--- src/rtl/pid_mc.sv ---
// pid_mc -- multi-channel PID controller with a single time-shared multiplier.
//
// Each sample takes six clocks. On acceptance the channel and the saturated
// error are latched. The P, I, D1 and D2 products are then formed one per
// cycle on one shared multiplier, and the result is resolved and written
// back in FIN. Per-channel gains and state live in small register arrays
// that are loaded over a simple address/data config port.
//
// Ports
//   clock        system clock, rising edge
//   reset        asynchronous, active-low reset
//   reg_we       config write strobe
//   reg_ready    config write accepted this cycle (controller idle)
//   reg_addr     {channel, index}: 0 kp, 1 ki, 2 kd1, 3 kd2, 4 clear state
//   reg_data     signed config data
//   in_valid     sample valid
//   in_ready     sample accepted when high together with in_valid
//   in_ch        sample channel
//   target       signed setpoint
//   measurement  signed measurement
//   out_valid    one-cycle result strobe
//   out_ch       result channel
//   out_data     signed, limited controller output
//
// state  | meaning
// IDLE   | waiting; config writes and sample acceptance happen here
// MUL_P  | kp * err
// MUL_I  | ki * (err + prev_err)
// MUL_D1 | kd1 * (err - prev_err)
// MUL_D2 | kd2 * prev_d, derivative term resolved
// FIN    | anti-windup, output limit, channel write-back
module pid_mc #(
  parameter int D_WIDTH = 18,
  parameter int Q_BITS  = 15,
  parameter int N_CH    = 4,
  parameter int CH_W    = 2,
  parameter int LIM_MAX = 4096,
  parameter int LIM_MIN = -4096,
  parameter int AW_MODE = 0
) (
  input  logic                      clock,
  input  logic                      reset,
  input  logic                      reg_we,
  output logic                      reg_ready,
  input  logic [CH_W+2:0]           reg_addr,
  input  logic signed [D_WIDTH-1:0] reg_data,
  input  logic                      in_valid,
  output logic                      in_ready,
  input  logic [CH_W-1:0]           in_ch,
  input  logic signed [D_WIDTH-1:0] target,
  input  logic signed [D_WIDTH-1:0] measurement,
  output logic                      out_valid,
  output logic [CH_W-1:0]           out_ch,
  output logic signed [D_WIDTH-1:0] out_data
);

  localparam int PW   = 2 * D_WIDTH + 1;  // product width
  localparam int SW   = PW + 1;           // headroom for saturation inputs
  localparam int SUMW = D_WIDTH + 2;      // width of the output-stage sums

  localparam logic [2:0] IDLE   = 3'd0;
  localparam logic [2:0] MUL_P  = 3'd1;
  localparam logic [2:0] MUL_I  = 3'd2;
  localparam logic [2:0] MUL_D1 = 3'd3;
  localparam logic [2:0] MUL_D2 = 3'd4;
  localparam logic [2:0] FIN    = 3'd5;

  localparam logic signed [SW-1:0] SAT_HI = {{(SW-D_WIDTH+1){1'b0}}, {(D_WIDTH-1){1'b1}}};
  localparam logic signed [SW-1:0] SAT_LO = {{(SW-D_WIDTH+1){1'b1}}, {(D_WIDTH-1){1'b0}}};
  localparam logic signed [SUMW-1:0] LIM_HI = SUMW'(LIM_MAX);
  localparam logic signed [SUMW-1:0] LIM_LO = SUMW'(LIM_MIN);

  function automatic logic signed [D_WIDTH-1:0] sat_d(input logic signed [SW-1:0] x);
    if (x > SAT_HI)      return SAT_HI[D_WIDTH-1:0];
    else if (x < SAT_LO) return SAT_LO[D_WIDTH-1:0];
    else                 return x[D_WIDTH-1:0];
  endfunction

  logic signed [D_WIDTH-1:0] kp_q    [N_CH];
  logic signed [D_WIDTH-1:0] ki_q    [N_CH];
  logic signed [D_WIDTH-1:0] kd1_q   [N_CH];
  logic signed [D_WIDTH-1:0] kd2_q   [N_CH];
  logic signed [D_WIDTH-1:0] i_acc_q [N_CH];
  logic signed [D_WIDTH-1:0] perr_q  [N_CH];
  logic signed [D_WIDTH-1:0] pd_q    [N_CH];

  logic [2:0]                state_q;
  logic [CH_W-1:0]           ch_q;
  logic signed [D_WIDTH-1:0] err_q, p_q, it_q, d_q;
  logic signed [PW-1:0]      d1_q;
  logic                      out_valid_q;
  logic [CH_W-1:0]           out_ch_q;
  logic signed [D_WIDTH-1:0] out_data_q;

  logic                      idle, accept, wr_en, ch_ok;
  logic [CH_W-1:0]           wr_ch;
  logic [2:0]                wr_idx;
  logic signed [D_WIDTH:0]   diff;
  logic signed [D_WIDTH-1:0] err_d;

  assign idle      = (state_q == IDLE);
  assign reg_ready = idle;
  assign in_ready  = idle && !reg_we;
  assign accept    = in_ready && in_valid;
  assign wr_ch     = reg_addr[CH_W+2:3];
  assign wr_idx    = reg_addr[2:0];
  assign wr_en     = reg_we && idle && (int'(wr_ch) < N_CH);
  assign ch_ok     = (int'(ch_q) < N_CH);

  assign diff  = (D_WIDTH+1)'(target) - (D_WIDTH+1)'(measurement);
  assign err_d = sat_d(SW'(diff));

  // Current channel's operands
  logic signed [D_WIDTH-1:0] kp_c, ki_c, kd1_c, kd2_c, iacc_c, perr_c, pd_c;
  assign kp_c   = kp_q[ch_q];
  assign ki_c   = ki_q[ch_q];
  assign kd1_c  = kd1_q[ch_q];
  assign kd2_c  = kd2_q[ch_q];
  assign iacc_c = i_acc_q[ch_q];
  assign perr_c = perr_q[ch_q];
  assign pd_c   = pd_q[ch_q];

  // Shared multiplier: gain operand is D_WIDTH, data operand D_WIDTH+1 so
  // that err +/- prev_err never wraps.
  logic signed [D_WIDTH-1:0] mul_a;
  logic signed [D_WIDTH:0]   mul_b;
  logic signed [PW-1:0]      prod, prod_sh;

  always_comb begin
    mul_a = '0;
    mul_b = '0;
    case (state_q)
      MUL_P: begin
        mul_a = kp_c;
        mul_b = (D_WIDTH+1)'(err_q);
      end
      MUL_I: begin
        mul_a = ki_c;
        mul_b = (D_WIDTH+1)'(err_q) + (D_WIDTH+1)'(perr_c);
      end
      MUL_D1: begin
        mul_a = kd1_c;
        mul_b = (D_WIDTH+1)'(err_q) - (D_WIDTH+1)'(perr_c);
      end
      MUL_D2: begin
        mul_a = kd2_c;
        mul_b = (D_WIDTH+1)'(pd_c);
      end
      default: ;
    endcase
  end

  assign prod    = mul_a * mul_b;
  assign prod_sh = prod >>> Q_BITS;

  // Output stage
  logic signed [SUMW-1:0]    p_w, d_w, iacc_w, it_w, i_sum, i_max, i_min, i_cl, u_sum, o_sum, o_lim;
  logic signed [D_WIDTH-1:0] i_new;

  always_comb begin
    p_w    = SUMW'(p_q);
    d_w    = SUMW'(d_q);
    iacc_w = SUMW'(iacc_c);
    it_w   = SUMW'(it_q);
    i_sum  = iacc_w + it_w;
    i_max  = LIM_HI - p_w;
    i_min  = LIM_LO - p_w;
    i_cl   = i_sum;
    u_sum  = p_w + i_sum + d_w;
    i_new  = iacc_c;
    if (AW_MODE == 0) begin
      // Integrator window shrinks by whatever headroom p already uses.
      if (i_max[SUMW-1]) i_max = '0;
      if (!i_min[SUMW-1]) i_min = '0;
      if (i_sum > i_max)      i_cl = i_max;
      else if (i_sum < i_min) i_cl = i_min;
      // The window can exceed the storage range when p is extreme.
      i_new = sat_d(SW'(i_cl));
    end else begin
      if (u_sum >= LIM_LO && u_sum <= LIM_HI) i_new = sat_d(SW'(i_sum));
    end
    o_sum = p_w + SUMW'(i_new) + d_w;
    o_lim = o_sum;
    if (o_sum > LIM_HI)      o_lim = LIM_HI;
    else if (o_sum < LIM_LO) o_lim = LIM_LO;
  end

  always_ff @(posedge clock or negedge reset) begin
    if (!reset) begin
      state_q     <= IDLE;
      ch_q        <= '0;
      err_q       <= '0;
      p_q         <= '0;
      it_q        <= '0;
      d1_q        <= '0;
      d_q         <= '0;
      out_valid_q <= 1'b0;
      out_ch_q    <= '0;
      out_data_q  <= '0;
      for (int c = 0; c < N_CH; c++) begin
        kp_q[c]    <= '0;
        ki_q[c]    <= '0;
        kd1_q[c]   <= '0;
        kd2_q[c]   <= '0;
        i_acc_q[c] <= '0;
        perr_q[c]  <= '0;
        pd_q[c]    <= '0;
      end
    end else begin
      out_valid_q <= 1'b0;
      case (state_q)
        IDLE: begin
          if (wr_en) begin
            case (wr_idx)
              3'd0: kp_q[wr_ch]  <= reg_data;
              3'd1: ki_q[wr_ch]  <= reg_data;
              3'd2: kd1_q[wr_ch] <= reg_data;
              3'd3: kd2_q[wr_ch] <= reg_data;
              3'd4: begin
                i_acc_q[wr_ch] <= '0;
                perr_q[wr_ch]  <= '0;
                pd_q[wr_ch]    <= '0;
              end
              default: ;
            endcase
          end
          if (accept) begin
            ch_q    <= in_ch;
            err_q   <= err_d;
            state_q <= MUL_P;
          end
        end
        MUL_P: begin
          p_q     <= sat_d(SW'(prod_sh));
          state_q <= MUL_I;
        end
        MUL_I: begin
          it_q    <= sat_d(SW'(prod_sh));
          state_q <= MUL_D1;
        end
        MUL_D1: begin
          d1_q    <= prod_sh;
          state_q <= MUL_D2;
        end
        MUL_D2: begin
          d_q     <= sat_d(SW'(d1_q) + SW'(prod_sh));
          state_q <= FIN;
        end
        FIN: begin
          if (ch_ok) begin
            i_acc_q[ch_q] <= i_new;
            perr_q[ch_q]  <= err_q;
            pd_q[ch_q]    <= d_q;
          end
          out_valid_q <= 1'b1;
          out_ch_q    <= ch_q;
          out_data_q  <= o_lim[D_WIDTH-1:0];
          state_q     <= IDLE;
        end
        default: state_q <= IDLE;
      endcase
    end
  end

  assign out_valid = out_valid_q;
  assign out_ch    = out_ch_q;
  assign out_data  = out_data_q;

endmodule

--- config.mk ---
export PLATFORM = sky130hd
export DESIGN_NAME = pid_mc
export DESIGN_NICKNAME = d
export VERILOG_FILES = /design/src/rtl/pid_mc.sv
export SDC_FILE = /design/constraint.sdc
export NUM_CORES = 2
export LEC_CHECK = 0
export ABC_AREA = 1
export CORE_MARGIN = 2
export CORE_UTILIZATION = 45
export DETAILED_ROUTE_END_ITERATION = 8
export HOLD_SLACK_MARGIN = 0.1
export PLACE_DENSITY = 0.62
export REMOVE_ABC_BUFFERS = 1
export SYNTH_ARGS = -nofsm -noshare
export SYNTH_HDL_FRONTEND = slang
export SYNTH_SLANG_ARGS = --single-unit
--- constraint.sdc ---
create_clock -name clock -period 14.74 [get_ports clock]
set_input_delay 4.422 -clock clock [delete_from_list [all_inputs] [get_ports clock]]
set_output_delay 4.422 -clock clock [all_outputs]
set_load 0.01 [all_outputs]
==> flow_summary.ini <==
[final_layout]
nets = 6466
n_fill_cell = 10060
area_growth_pct = 9.723
drive_above_1_share = 0.04889
final_cells = 7250
antennaDiodeCount = 0
fin_area_sq_mm = 0.05155

[clock_tree]
cts_sinks = 624
clock-root-buffer = clkbuf_16
cts_tree = yes
ctsResizeCount = 0
clock_latency_ps = 650
cts_buffers = 72
htreeDepth = 3
clockBufferDepth = 3
postCtsSetupBuffers = 0
path_clk_slew_ps = 60
cts_hold_buf = 0

[floorplan]
num_rows = 118
start_util = 0.4540
core_sq_mm = 0.1035
die_x_um = 327.1
fp.dieH_um = 327.1
pin_count = 88
die_area_sq_mm = 0.1070

[sta]
fin_skew_ps = 59.75
finalHoldViolCount = 0
timing.final.crit_share = 0.9270
fin_tns_setup_ps = 0
slew_viol_final = 0
setup_viol = 0
worstMarginPinSlew_ps = 1125
grt_setup_unrepaired = no
max_freq_ghz = 0.07318
min_period_ps = 13660
max_slew_margin = 0.2457
hold_ws_ps = 472.7

[synthesis]
synthDistinctLibCells = 59
ys.flop_type = dfrtp_1
synthArstFlopShare = 1.000
synth-compound-area-share = 0.1467
synth_top_family_by_area = adder cells
synth-seq-cells = 624
synth_mux_area_frac = 0
yosys.area_share.simple = 0.1912
ys_seq_area_frac = 0.3323
netlist_instances = 5851
syn_area_per_cell_sq_um = 8.030
synth_warnings = 0
synth_fa_ha_area_frac = 0.2125
synth_edf_count = 0
synth_xor_area_frac = 0.02330
synthesis.area_sq_mm = 0.04699

[grt]
grt_pass1_wl_um = 228800
overflow = 0
busiest_layer = met2
track_usage = 0.2719
grt_max_degree = 185
groute.layer.met2.usage = 0.4414
first_global_vias = 40050
grt_use_met1 = 0.3692
gr-usage-met3 = 0.03869
antenna_found_initial = 2

[critical_path]
reg2regPathDepth = 57
worstSetupStartpointType = flop
arrival_ps = 14100
cp_common_cell = nand2_1
end_kind = flop
worstSetupPathType = reg -> reg
max_stage_delay_ps = 920
cp_max_fo = 31
timing.rr.start = ch_q[0]
r2r_setup_slack_ps = 1080
reg2reg_to = d_q[9]
slowest_stage = dfrtp_1
worstPathRequired_ps = 15170

[routing]
first_iter_violations = 3795
drtAntennaViolNets = 0
routedWlPerCell_um = 20.03
post-route-drc-count = 0
avgViaCountPerCell = 5.534
dr.pass1.iters = 6
num_vias = 40120
routed_wl_um = 145200

[placed_design]
dpl_cell_area_sq_mm = 0.04910
place_inst = 7122
io_buffer_count = 87
gp_congestion = 0.9460
hpwlAfterDp_um = 105300

[worst_hold_path]
min_from = out_ch[0]
hold_path.class = reg -> reg
holdPathEnd = out_ch[0]
min_path_cells = 2

[status]
outcome = finished clean

[job]
max-cap-violations = 0
## critical path, delay by kind of cell, from the launching register on
family	cells	cell delay, ps
fa+ha+maj	10	4040
compound gates	16	3940
xor+xnor	2	510
flops	1	920
simple gates	21	3400
buf+inv	8	600
## cells in the mapped netlist, drive strengths merged (2+ instances only)
library cell	number	share of area
clkinv	10	0.00080
inv	866	0.069
o211ai	5	0.00080
fa	355	0.15
a31oi	33	0.0044
o221ai	23	0.0043
nand4	32	0.0043
nor4	6	0.00080
o311a	2	0.00043
xor2	91	0.017
o2111ai	2	0.00037
dfrtp	624	0.33
o22ai	142	0.019
a21o	19	0.0030
clkbuf	188	0.015
or2	9	0.0012
xnor2	34	0.0063
o31ai	8	0.0013
ha	230	0.061
nor2	337	0.027
nor3	33	0.0035
o21a	11	0.0018
buf	75	0.0089
nand2	1523	0.12
a211oi	6	0.00096
a41oi	13	0.0024
nand3	243	0.027
o21bai	11	0.0018
a21oi	238	0.026
o21ai	482	0.052
a21boi	3	0.00048
nand3b	13	0.0021
nor3b	4	0.00075
a22oi	171	0.027
## cell type report
type	instances	area, sq um	area share
multi-input cells	4088	27050	0.5246
clock inverters	38	475.5	0.009223
repair buffers	154	1416	0.02747
clock buffers	90	1979	0.03840
flip-flops and latches	624	15620	0.3029
inverters	876	3294	0.06390
well taps	1380	1727	0.03349
## cells in the final DEF (no fill, tap or decap), types with 13 or more instances in the layout
master	synthesis	final
inv_1	851	850
o221ai_1	23	23
o22ai_1	142	142
a21oi_1	236	235
xor2_1	91	91
nor3_1	33	33
a41oi_1	13	13
xnor2_1	34	34
nand3b_1	13	13
inv_2	14	13
buf_4	4	64
dfrtp_1	624	624
nor2_1	328	325
clkinv_2	0	23
a21o_1	19	19
nand2_1	1484	1482
fa_1	355	355
a31oi_1	33	33
ha_1	230	230
clkdlybuf4s50_1	0	86
o21ai_1	16	16
nand2_2	36	37
nand4_1	32	32
clkbuf_16	0	72
a22oi_1	171	171
nand3_1	235	232
o21ai_0	465	465
## metal layers
| metal | routed length [um] | part of all wire |
|---|---|---|
| met1 | 62140 | 0.43 |
| met2 | 67130 | 0.46 |
| met3 | 9997 | 0.069 |
| met4 | 5978 | 0.041 |
| met5 | 0 | 0 |
## how the worst max path moves through the flow
stage / start / endpoint / cells after the start
final: ch_q[0] / d_q[9] / 57
after global routing: ch_q[0] / d_q[7] / 60
after CTS: ch_q[0] / d_q[9] / 60
after detailed placement: ch_q[0] / d_q[9] / 60
after global placement: ch_q[0] / d_q[0] / 60
after floorplan: ch_q[0] / d_q[0] / 61
## through the flow
stage                       util  setup WS (ps)
final                     0.4981           1076
after global routing      0.4981          26.46
after CTS                 0.4981           1171
after detailed placement  0.4744           1241
after global placement    0.4744           1542
after floorplan                -           1954
## logic make-up (layout without fill, tap and decap cells)
family / count (synthesis) / in the layout
and+or+nand+nor: 2203 / 2203
AOI/OAI and AO/OA: 1175 / 1175
buffers and inverters: 1139 / 1158
DFF: 624 / 624
adders and majority gates: 585 / 585
xor gates and xnor gates: 125 / 125
## flip-flops by register name (all words and copies together) (netlist names)
register and count:
perr_q 72, d1_q 22, kp_q 72, out_ch 2, out_data 18, err_q 18
p_q 18, out_valid 1, it_q 18, d_q 18, kd2_q 72, ki_q 72
pd_q 72, i_acc_q 72, kd1_q 72, state_q 3, ch_q 2
Power is not shown: default switching activity piles up to over one toggle a cycle in this logic, so the estimate is an artifact.
